<file path="src/rtl/weight_stream_mem.sv">
// weight_stream_mem: banked word storage with a random-access write port and a
// burst read engine that streams LANES consecutive words per beat to the MAC
// array over a valid/ready handshake, with accept/completion pulses.
module weight_stream_mem #(
   parameter int DATA_W = 8,
   parameter int ADDR_W = 8,
   parameter int LANES  = 4,
   parameter int LEN_W  = ADDR_W - $clog2(LANES) + 1
) (
   input  logic                    clk,
   input  logic                    rst,
   input  logic                    trig_w,
   input  logic [ADDR_W-1:0]       abus_w,
   input  logic [DATA_W-1:0]       dbus_w,
   input  logic                    req,
   input  logic [ADDR_W-1:0]       base,
   input  logic [LEN_W-1:0]        len,
   output logic                    ack,
   output logic                    busy,
   output logic [DATA_W*LANES-1:0] dbus_r,
   output logic                    valid,
   input  logic                    ready,
   output logic                    last,
   output logic                    done
);

   localparam int LANE_B = $clog2(LANES);
   localparam int ROWS   = (1 << ADDR_W) / LANES;
   // Keep the row index at least one bit wide even when a single row remains.
   localparam int ROW_W  = (ADDR_W > LANE_B) ? ADDR_W - LANE_B : 1;

   typedef enum logic [1:0] {
      IDLE  = 2'd0,
      RUN   = 2'd1,
      FLUSH = 2'd2
   } state_t;

   state_t                  state;
   state_t                  state_nxt;

   logic [ROW_W-1:0]        row_p0;
   logic [ROW_W-1:0]        row_inc;
   logic [ROW_W-1:0]        base_row;
   logic [ROW_W-1:0]        wr_row;
   logic [ADDR_W-1:0]       wr_bank;
   logic [LEN_W-1:0]        remain;
   logic [DATA_W*LANES-1:0] rd_p0;
   logic                    accept;
   logic                    issue;
   logic                    fin;

   // Word address a lives in bank a mod LANES at row a / LANES.
   assign wr_bank  = abus_w & ADDR_W'(LANES - 1);
   assign wr_row   = ROW_W'(abus_w >> LANE_B);
   assign base_row = ROW_W'(base >> LANE_B);
   assign row_inc  = (row_p0 == ROW_W'(ROWS - 1)) ? '0 : row_p0 + ROW_W'(1);

   for (genvar b = 0; b < LANES; b++) begin : g_bank
      logic [DATA_W-1:0] mem [ROWS];

      // Bank write: only the bank owning abus_w stores the word; never reset.
      always_ff @(posedge clk) begin
         if (trig_w && (wr_bank == ADDR_W'(b))) begin
            mem[wr_row] <= dbus_w;
         end
      end

      // Read-first: a same-edge write lands after this value is registered.
      assign rd_p0[b*DATA_W +: DATA_W] = mem[row_p0];
   end

   // FSM state register.
   always_ff @(posedge clk or negedge rst) begin
      if (!rst) begin
         state <= IDLE;
      end else begin
         state <= state_nxt;
      end
   end

   // Next state plus the accept / issue / finish strobes.
   always_comb begin
      state_nxt = state;
      accept    = 1'b0;
      issue     = 1'b0;
      fin       = 1'b0;
      unique case (state)
         IDLE: begin
            if (req) begin
               accept    = 1'b1;
               state_nxt = (len == '0) ? FLUSH : RUN;
            end
         end
         RUN: begin
            if (!valid || ready) begin
               issue = 1'b1;
               if (remain == LEN_W'(1)) begin
                  state_nxt = FLUSH;
               end
            end
         end
         FLUSH: begin
            // With beats the last one is still held in the output register;
            // with len=0 valid is already low, so this finishes at once.
            if (!valid || ready) begin
               fin       = 1'b1;
               state_nxt = IDLE;
            end
         end
         default: state_nxt = IDLE;
      endcase
   end

   // Burst bookkeeping: row pointer, beats remaining, ack/busy/done pulses.
   always_ff @(posedge clk or negedge rst) begin
      if (!rst) begin
         ack    <= 1'b0;
         busy   <= 1'b0;
         done   <= 1'b0;
         row_p0 <= '0;
         remain <= '0;
      end else begin
         ack  <= accept;
         done <= fin;
         if (accept) begin
            busy <= 1'b1;
         end else if (fin) begin
            busy <= 1'b0;
         end
         if (accept) begin
            row_p0 <= base_row;
            remain <= len;
         end else if (issue) begin
            row_p0 <= row_inc;
            remain <= remain - LEN_W'(1);
         end
      end
   end

   // ---- stage p0 (bank read) -> p1 (output register) ----
   // Output beat register: loads on issue, holds under backpressure.
   always_ff @(posedge clk or negedge rst) begin
      if (!rst) begin
         dbus_r <= '0;
         valid  <= 1'b0;
         last   <= 1'b0;
      end else if (issue) begin
         dbus_r <= rd_p0;
         valid  <= 1'b1;
         last   <= (remain == LEN_W'(1));
      end else if (valid && ready) begin
         valid  <= 1'b0;
         last   <= 1'b0;
      end
   end

endmodule

</file>
<file path="config.mk">
export PLATFORM = sky130hd
export DESIGN_NAME = weight_stream_mem
export DESIGN_NICKNAME = d
export VERILOG_FILES = /design/src/rtl/weight_stream_mem.sv
export SDC_FILE = /design/constraint.sdc
export NUM_CORES = 2
export LEC_CHECK = 0
export ABC_AREA = 1
export CELL_PAD_IN_SITES_DETAIL_PLACEMENT = 0
export CELL_PAD_IN_SITES_GLOBAL_PLACEMENT = 1
export CORE_MARGIN = 2
export CORE_UTILIZATION = 36
export CTS_BUF_LIST = sky130_fd_sc_hd__clkbuf_4 sky130_fd_sc_hd__clkbuf_8 sky130_fd_sc_hd__clkbuf_16
export DETAILED_ROUTE_END_ITERATION = 8
export DONT_BUFFER_PORTS = 1
export PLACE_DENSITY_LB_ADDON = 0.1
export SLEW_MARGIN = 10
export SYNTH_ARGS = -nofsm -noshare
export SYNTH_HDL_FRONTEND = slang
export SYNTH_SLANG_ARGS = --single-unit
</file>
<file path="constraint.sdc">
create_clock -name clk -period 2.71 [get_ports clk]
set_input_delay 0.542 -clock clk [delete_from_list [all_inputs] [get_ports clk]]
set_output_delay 0.542 -clock clk [all_outputs]
set_load 0.02 [all_outputs]
</file>
== After elaboration in Yosys (flattened, before gate mapping) ==
Memory sizes are Yosys's and may differ from the RTL's. A register that Yosys moved wholly into a read port is not among the register bits.
Index checks and enable logic that the tools add are counted.

* Equal/unequal tests: 11
* Mux-type cells: 29
* Reductions and logical operators: 18
* $add $sub $neg: 2

{| class="wikitable"
|+ Operator list
! kind !! number
|-
| 2-to-1 mux 1 bit || 18
|-
| 2-to-1 mux 6 bit || 3
|-
| 2-to-1 mux 7 bit || 2
|-
| 2-to-1 mux 2 bit || 5
|-
| zero test 8 bit || 1
|-
| != test 2 bit, second input constant || 4
|-
| equality test 7 x 1 -> 1 bit, second input constant || 1
|-
| zero test 7 bit || 1
|-
| subtractor 7 x 1 -> 7 bit, second input constant || 1
|-
| adder 6 x 1 -> 6 bit, second input constant || 1
|-
| equality test 2 bit, second input constant || 3
|-
| equality test 6 bit, second input constant || 1
|-
| case mux 2 bit (3 select lines) || 1
|-
| nonzero test 2 bit || 3
|-
| logical AND 1 bit || 5
|-
| zero test 1 bit || 5
|-
| equality test 2 x 1 -> 1 bit, second input constant || 2
|-
| AND reduction 4 bit || 1
|-
| zero test 2 bit || 1
|-
| logical OR 1 bit || 1
|}

* Bits in writable memories: 2048
* Bits in registers: 20
* Memories kept: 4
* Output and inout bits: 37
* Input port bits: 36
* Logic and storage cells: 72

{| class="wikitable"
|+ Memory list
! name !! words !! bits a word !! read ports !! clocked after Yosys merged registers in !! wr ports !! RTL line !! text
|-
| g_bank[0].mem || 64 || 8 || 1 || 1 || 1 || 59 || <nowiki>logic [DATA_W-1:0] mem [ROWS];</nowiki>
|-
| g_bank[1].mem || 64 || 8 || 1 || 1 || 1 || 59 ||
|-
| g_bank[2].mem || 64 || 8 || 1 || 1 || 1 || 59 ||
|-
| g_bank[3].mem || 64 || 8 || 1 || 1 || 1 || 59 ||
|}

== Depth between registers and ports, before layout ==
* Depth in word-level cells: 6
* Gate-level depth with buffers: 14

== Worst setup path after synthesis ==
Ideal clock, no wire load.

* Kind: input -> register
* Start: in abus_w[4]
* End: mem g_bank[0].mem[15][0], enable pin
* Data arrival time: 1.693 ns
* Slack: 0.647 ns
* Setup time: 0.370 ns
* Cell stages on the path: 4
* Required time: 2.340 ns
* Path through: inv_1 -> nor3_1 -> nand2_1 -> nor2_1

{| class="wikitable"
|+ RTL lines
! item !! RTL line !! text
|-
| start: declaration || 13 || <nowiki>input logic [ADDR_W-1:0] abus_w,</nowiki>
|-
| end: declaration || 59 ||
|}

No word-level cell before the write port.

==> flow_metrics.env <==
export IMPL_detail_route_vias_per_cell=5.07
export IMPL_reported_leakage_power_uw=0.0363
export IMPL_synth_adder_area_share_pct=0.0440
export IMPL_count_of_routing_violations_after_the_opening_detailed_route_iteration=4961
export IMPL_routed_via_count=55900
export IMPL_worst_hold_path_type="input port to register"
export IMPL_total_of_warnings_raised_by_yosys=0
export IMPL_failed_checks="hold timing"
export IMPL_initial_util_pct=36.2
export IMPL_hold_sp="dbus_w[7]"
export IMPL_fraction_of_final_layout_cells_sized_beyond_drive_strength_1_pct=10.8
export IMPL_ys_dominant_reg_cell="sky130_fd_sc_hd__edfxtp_1"
export IMPL_synth_seq_area_share_pct=73.6
export IMPL_grt_start_max_net_pins=257
export IMPL_simple_gate_share_of_the_synthesized_area_pct=21.9
export IMPL_synth_compound_area_share_pct=1.62
export IMPL_clock_root_buffer="sky130_fd_sc_hd__clkbuf_16"
export IMPL_first_global_vias=54000
export IMPL_die_area_mm2=0.241
export IMPL_setup_worst_path_start="row_p0[0]"
export IMPL_power_density_mw_per_mm2=1020
export IMPL_clkSlewWorstSetupHoldPaths_ps=60
export IMPL_critical_path_reg2reg_endpoint="dbus_r[14]"
export IMPL_detailed_place_area_mm2=0.0915
export IMPL_dominant_combinational_cell_family_by_area_after_synthesis="simple AND/OR/NAND/NOR gates"
export IMPL_tritoncts="done"
export IMPL_setup_worst_path_start_class="register"
export IMPL_route_antenna_remaining_nets=0
export IMPL_critPathCaptureType="register"
export IMPL_whs_ps=-191
export IMPL_synth_area_per_cell_um2=11.5
export IMPL_crit_arrival_ps=3370
export IMPL_core_mm2=0.235
export IMPL_netlist_area_mm2=0.0853
export IMPL_post_synth_most_frequent_cells="sky130_fd_sc_hd__nand2_1 (2,973), sky130_fd_sc_hd__edfxtp_1 (2,048), sky130_fd_sc_hd__nand3_1 (1,260)"
export IMPL_tritoncts_num_buffers=231
export IMPL_hold_violations=46
export IMPL_synth_largest_type_area_fraction_pct=72.1
export IMPL_finalClockSkew_ps=25.0
export IMPL_grt_use_total_pct=22.7
export IMPL_syn_nets=7457
export IMPL_first_pass_grt_wire_length_um=398000
export IMPL_slew_viol_final=0
export IMPL_cts_max_path_buffers=3
export IMPL_post_detail_place_hpwl_um=162000
export IMPL_placement_row_count=178
export IMPL_yosysUniqueCellTypes=28
export IMPL_wl_um=280000
export IMPL_ctsHtreeMaxLevel=4
export IMPL_die_height_um=491
export IMPL_floorplan_io_pins=73
export IMPL_wl_per_cell_um=25.4
export IMPL_cap_viol_max_count=0
export IMPL_max_freq_ghz=0.379
export IMPL_worst_path_max_fanout=71
export IMPL_detailedRoute_firstPassIterationCount=6
export IMPL_setup_viol=0
export IMPL_run_status="complete, but fails checks"
export IMPL_drcViolationCount=0
export IMPL_max_slew_margin_pct=18.5
export IMPL_post_route_cell_area_mm2=0.0995
export IMPL_least_margin_pin_slew_ps=1220
export IMPL_synth_xor_area_share_pct=0.0616
export IMPL_post_synth_mux_area_share_pct=0
export IMPL_nets=7730
export IMPL_ir_worst_vdd_mv=0.839
export IMPL_placement_stage_worst_setup_slack_ps=17.3
export IMPL_cp_data_required_time_ps=3440
export IMPL_clock_insertion_delay_at_the_later_pin_of_the_skew_report_ps=860
export IMPL_globalRoute_totalOverflow=0
export IMPL_reg2regPathDepth=11
export IMPL_layout_min_cycle_time_ps=2640
export IMPL_yosys_register_bits=2100
export IMPL_clkSinkCount=2100
export IMPL_cp_class="register to register"
export IMPL_grt_antenna_before_repair=14
export IMPL_routabilityCongestion=0.820
export IMPL_number_of_buffer_cells_added_on_primary_ports=0
export IMPL_asr_flop_ratio_synth_pct=2.48
export IMPL_final_min_period_over_clock_period_pct=97.4
export IMPL_synthesis_instances=7418
export IMPL_yosys_top_cells_area="sky130_fd_sc_hd__edfxtp_1 (72%), sky130_fd_sc_hd__nand2_1 (13%), sky130_fd_sc_hd__nand3_1 (7.4%), sky130_fd_sc_hd__dfrtp_1 (1.5%), sky130_fd_sc_hd__a21oi_1 (1.4%)"
export IMPL_number_of_synthesized_flops_with_an_enable_pin=2048
export IMPL_layout_area_overhead_vs_synth_pct=16.7
export IMPL_hold_path_end="g_bank[3].mem[58][7]"
export IMPL_chipWidth_um=491
export IMPL_synth_top_area_cell="sky130_fd_sc_hd__edfxtp_1"
export IMPL_finalWorstSetupSlack_ps=70.8
export IMPL_crit_reg2reg_launch="row_p0[0]"
export IMPL_synthMostInstantiatedCell="sky130_fd_sc_hd__nand2_1"
export IMPL_timing_reg2reg_setup_slack_ps=70
export IMPL_min_delay_path_depth=0
-- worst max-delay path: stages, from the launching register on --
cell                      delay, ps
sky130_fd_sc_hd__dfrtp_4        570
sky130_fd_sc_hd__buf_4          180
sky130_fd_sc_hd__buf_16         180
sky130_fd_sc_hd__buf_4          280
sky130_fd_sc_hd__nand2_1         60
sky130_fd_sc_hd__nand3_1         80
sky130_fd_sc_hd__nand3_1        120
sky130_fd_sc_hd__nand3_1        110
sky130_fd_sc_hd__nand3_1        100
sky130_fd_sc_hd__nand3_1        330
sky130_fd_sc_hd__nand3_1        290
sky130_fd_sc_hd__nand2_1         70
-- registers in the layout (all words and copies together), names as in the netlist --
name,flops
busy,1
done,1
remain,7
state,2
g_bank.mem,2048
last,1
valid,1
ack,1
row_p0,6
dbus_r,32
-- through the flow --
step | utilization, % | hold WS (ps) | TNS [ps] | instances | total power, µW
global placement | 38.9 | 248 | 0 | 10600 | 71400
CTS | 42.2 | -247 | 0 | 11000 | 102000
global route | 42.3 | -252 | -0.435 | 11000 | 106000
floorplan | - | 246 | 0 | 7418 | 57000
detailed placement | 38.9 | 248 | 0 | 10600 | 71400
finish | 42.3 | -191 | 0 | 11000 | 101000
-- how the worst max path moves through the flow --
stage                                end  cells past startpoint
global placement               dbus_r[3]                     12
finish                        dbus_r[14]                     11
detailed placement             dbus_r[3]                     12
global route                   dbus_r[8]                     12
CTS                            dbus_r[3]                     12
floorplan           g_bank[0].mem[15][0]                      4
-- what timing repair did --
action / 4_1_cts / 5_1_grt
hold buffers: 35 / 11
setup endpoints to repair: 0 / 13
gates resized for setup: 0 / 9
hold endpoints to repair: 1475 / 417
setup buffers: 0 / 2
-- area by class of cell --
class	instances	area, µm²
fillers	22300	136000
flip-flops and latches	2100	62800
multi-input cells	4831	20300
clock buffers	308	6460
repair buffers	492	5150
well taps	3150	3940
clock inverters	109	717
inverters	35	169
diodes	4	10.0
-- cell families (layout without fill, tap and decap cells) --
family	Yosys count	count (layout)
and+or+nand+nor	4553	4553
DFF	2100	2100
buffers and inverters	487	944
AOI/OAI and AO/OA	269	269
xor gates and xnor gates	6	6
adders and majority gates	3	3
other	0	4
-- layout by cell type, fill, tap and decap left out, types with 3 or more instances in the layout --
| master | instances |
|---|---|
| sky130_fd_sc_hd__nand2_1 | 2972 |
| sky130_fd_sc_hd__edfxtp_1 | 2048 |
| sky130_fd_sc_hd__nand3_1 | 1254 |
| sky130_fd_sc_hd__buf_4 | 364 |
| sky130_fd_sc_hd__nor2_1 | 294 |
| sky130_fd_sc_hd__a21oi_1 | 246 |
| sky130_fd_sc_hd__clkbuf_16 | 236 |
| sky130_fd_sc_hd__buf_12 | 80 |
| sky130_fd_sc_hd__clkbuf_4 | 68 |
| sky130_fd_sc_hd__clkinv_1 | 64 |
| sky130_fd_sc_hd__dfrtp_1 | 47 |
| sky130_fd_sc_hd__clkinv_2 | 29 |
| sky130_fd_sc_hd__dlygate4sd3_1 | 27 |
| sky130_fd_sc_hd__inv_1 | 26 |
| sky130_fd_sc_hd__buf_16 | 18 |
| sky130_fd_sc_hd__nor3_1 | 14 |
| sky130_fd_sc_hd__o21ai_0 | 9 |
| sky130_fd_sc_hd__o211ai_1 | 7 |
| sky130_fd_sc_hd__bufinv_16 | 7 |
| sky130_fd_sc_hd__nor3_2 | 6 |
| sky130_fd_sc_hd__inv_6 | 6 |
| sky130_fd_sc_hd__clkbuf_8 | 5 |
| sky130_fd_sc_hd__diode_2 | 4 |
| sky130_fd_sc_hd__nand3_4 | 4 |
| sky130_fd_sc_hd__xor2_1 | 4 |
| sky130_fd_sc_hd__o221ai_1 | 4 |
| sky130_fd_sc_hd__dfrtp_4 | 4 |
| sky130_fd_sc_hd__clkinv_8 | 3 |
| sky130_fd_sc_hd__inv_8 | 3 |
| sky130_fd_sc_hd__inv_2 | 3 |
| sky130_fd_sc_hd__ha_1 | 3 |
-- power breakdown --
group	total (µW)	leakage, µW	internal (µW)	switching, µW
Clock	30000	0.00362	17200	12800
Sequential	37200	0.0190	36100	1060
Combinational	34200	0.0137	9940	24200
-- metal layers --
metal,track usage (%),routed length [µm],part of all wire (%),vias up
met5,0,34,0.012,-
met3,2.83,13100,4.7,328
li1,-,-,-,26300
met2,36.3,131000,47,1374
met4,5.42,6720,2.4,6
met1,32.8,129000,46,27900
(Power assumes the default switching activity.)
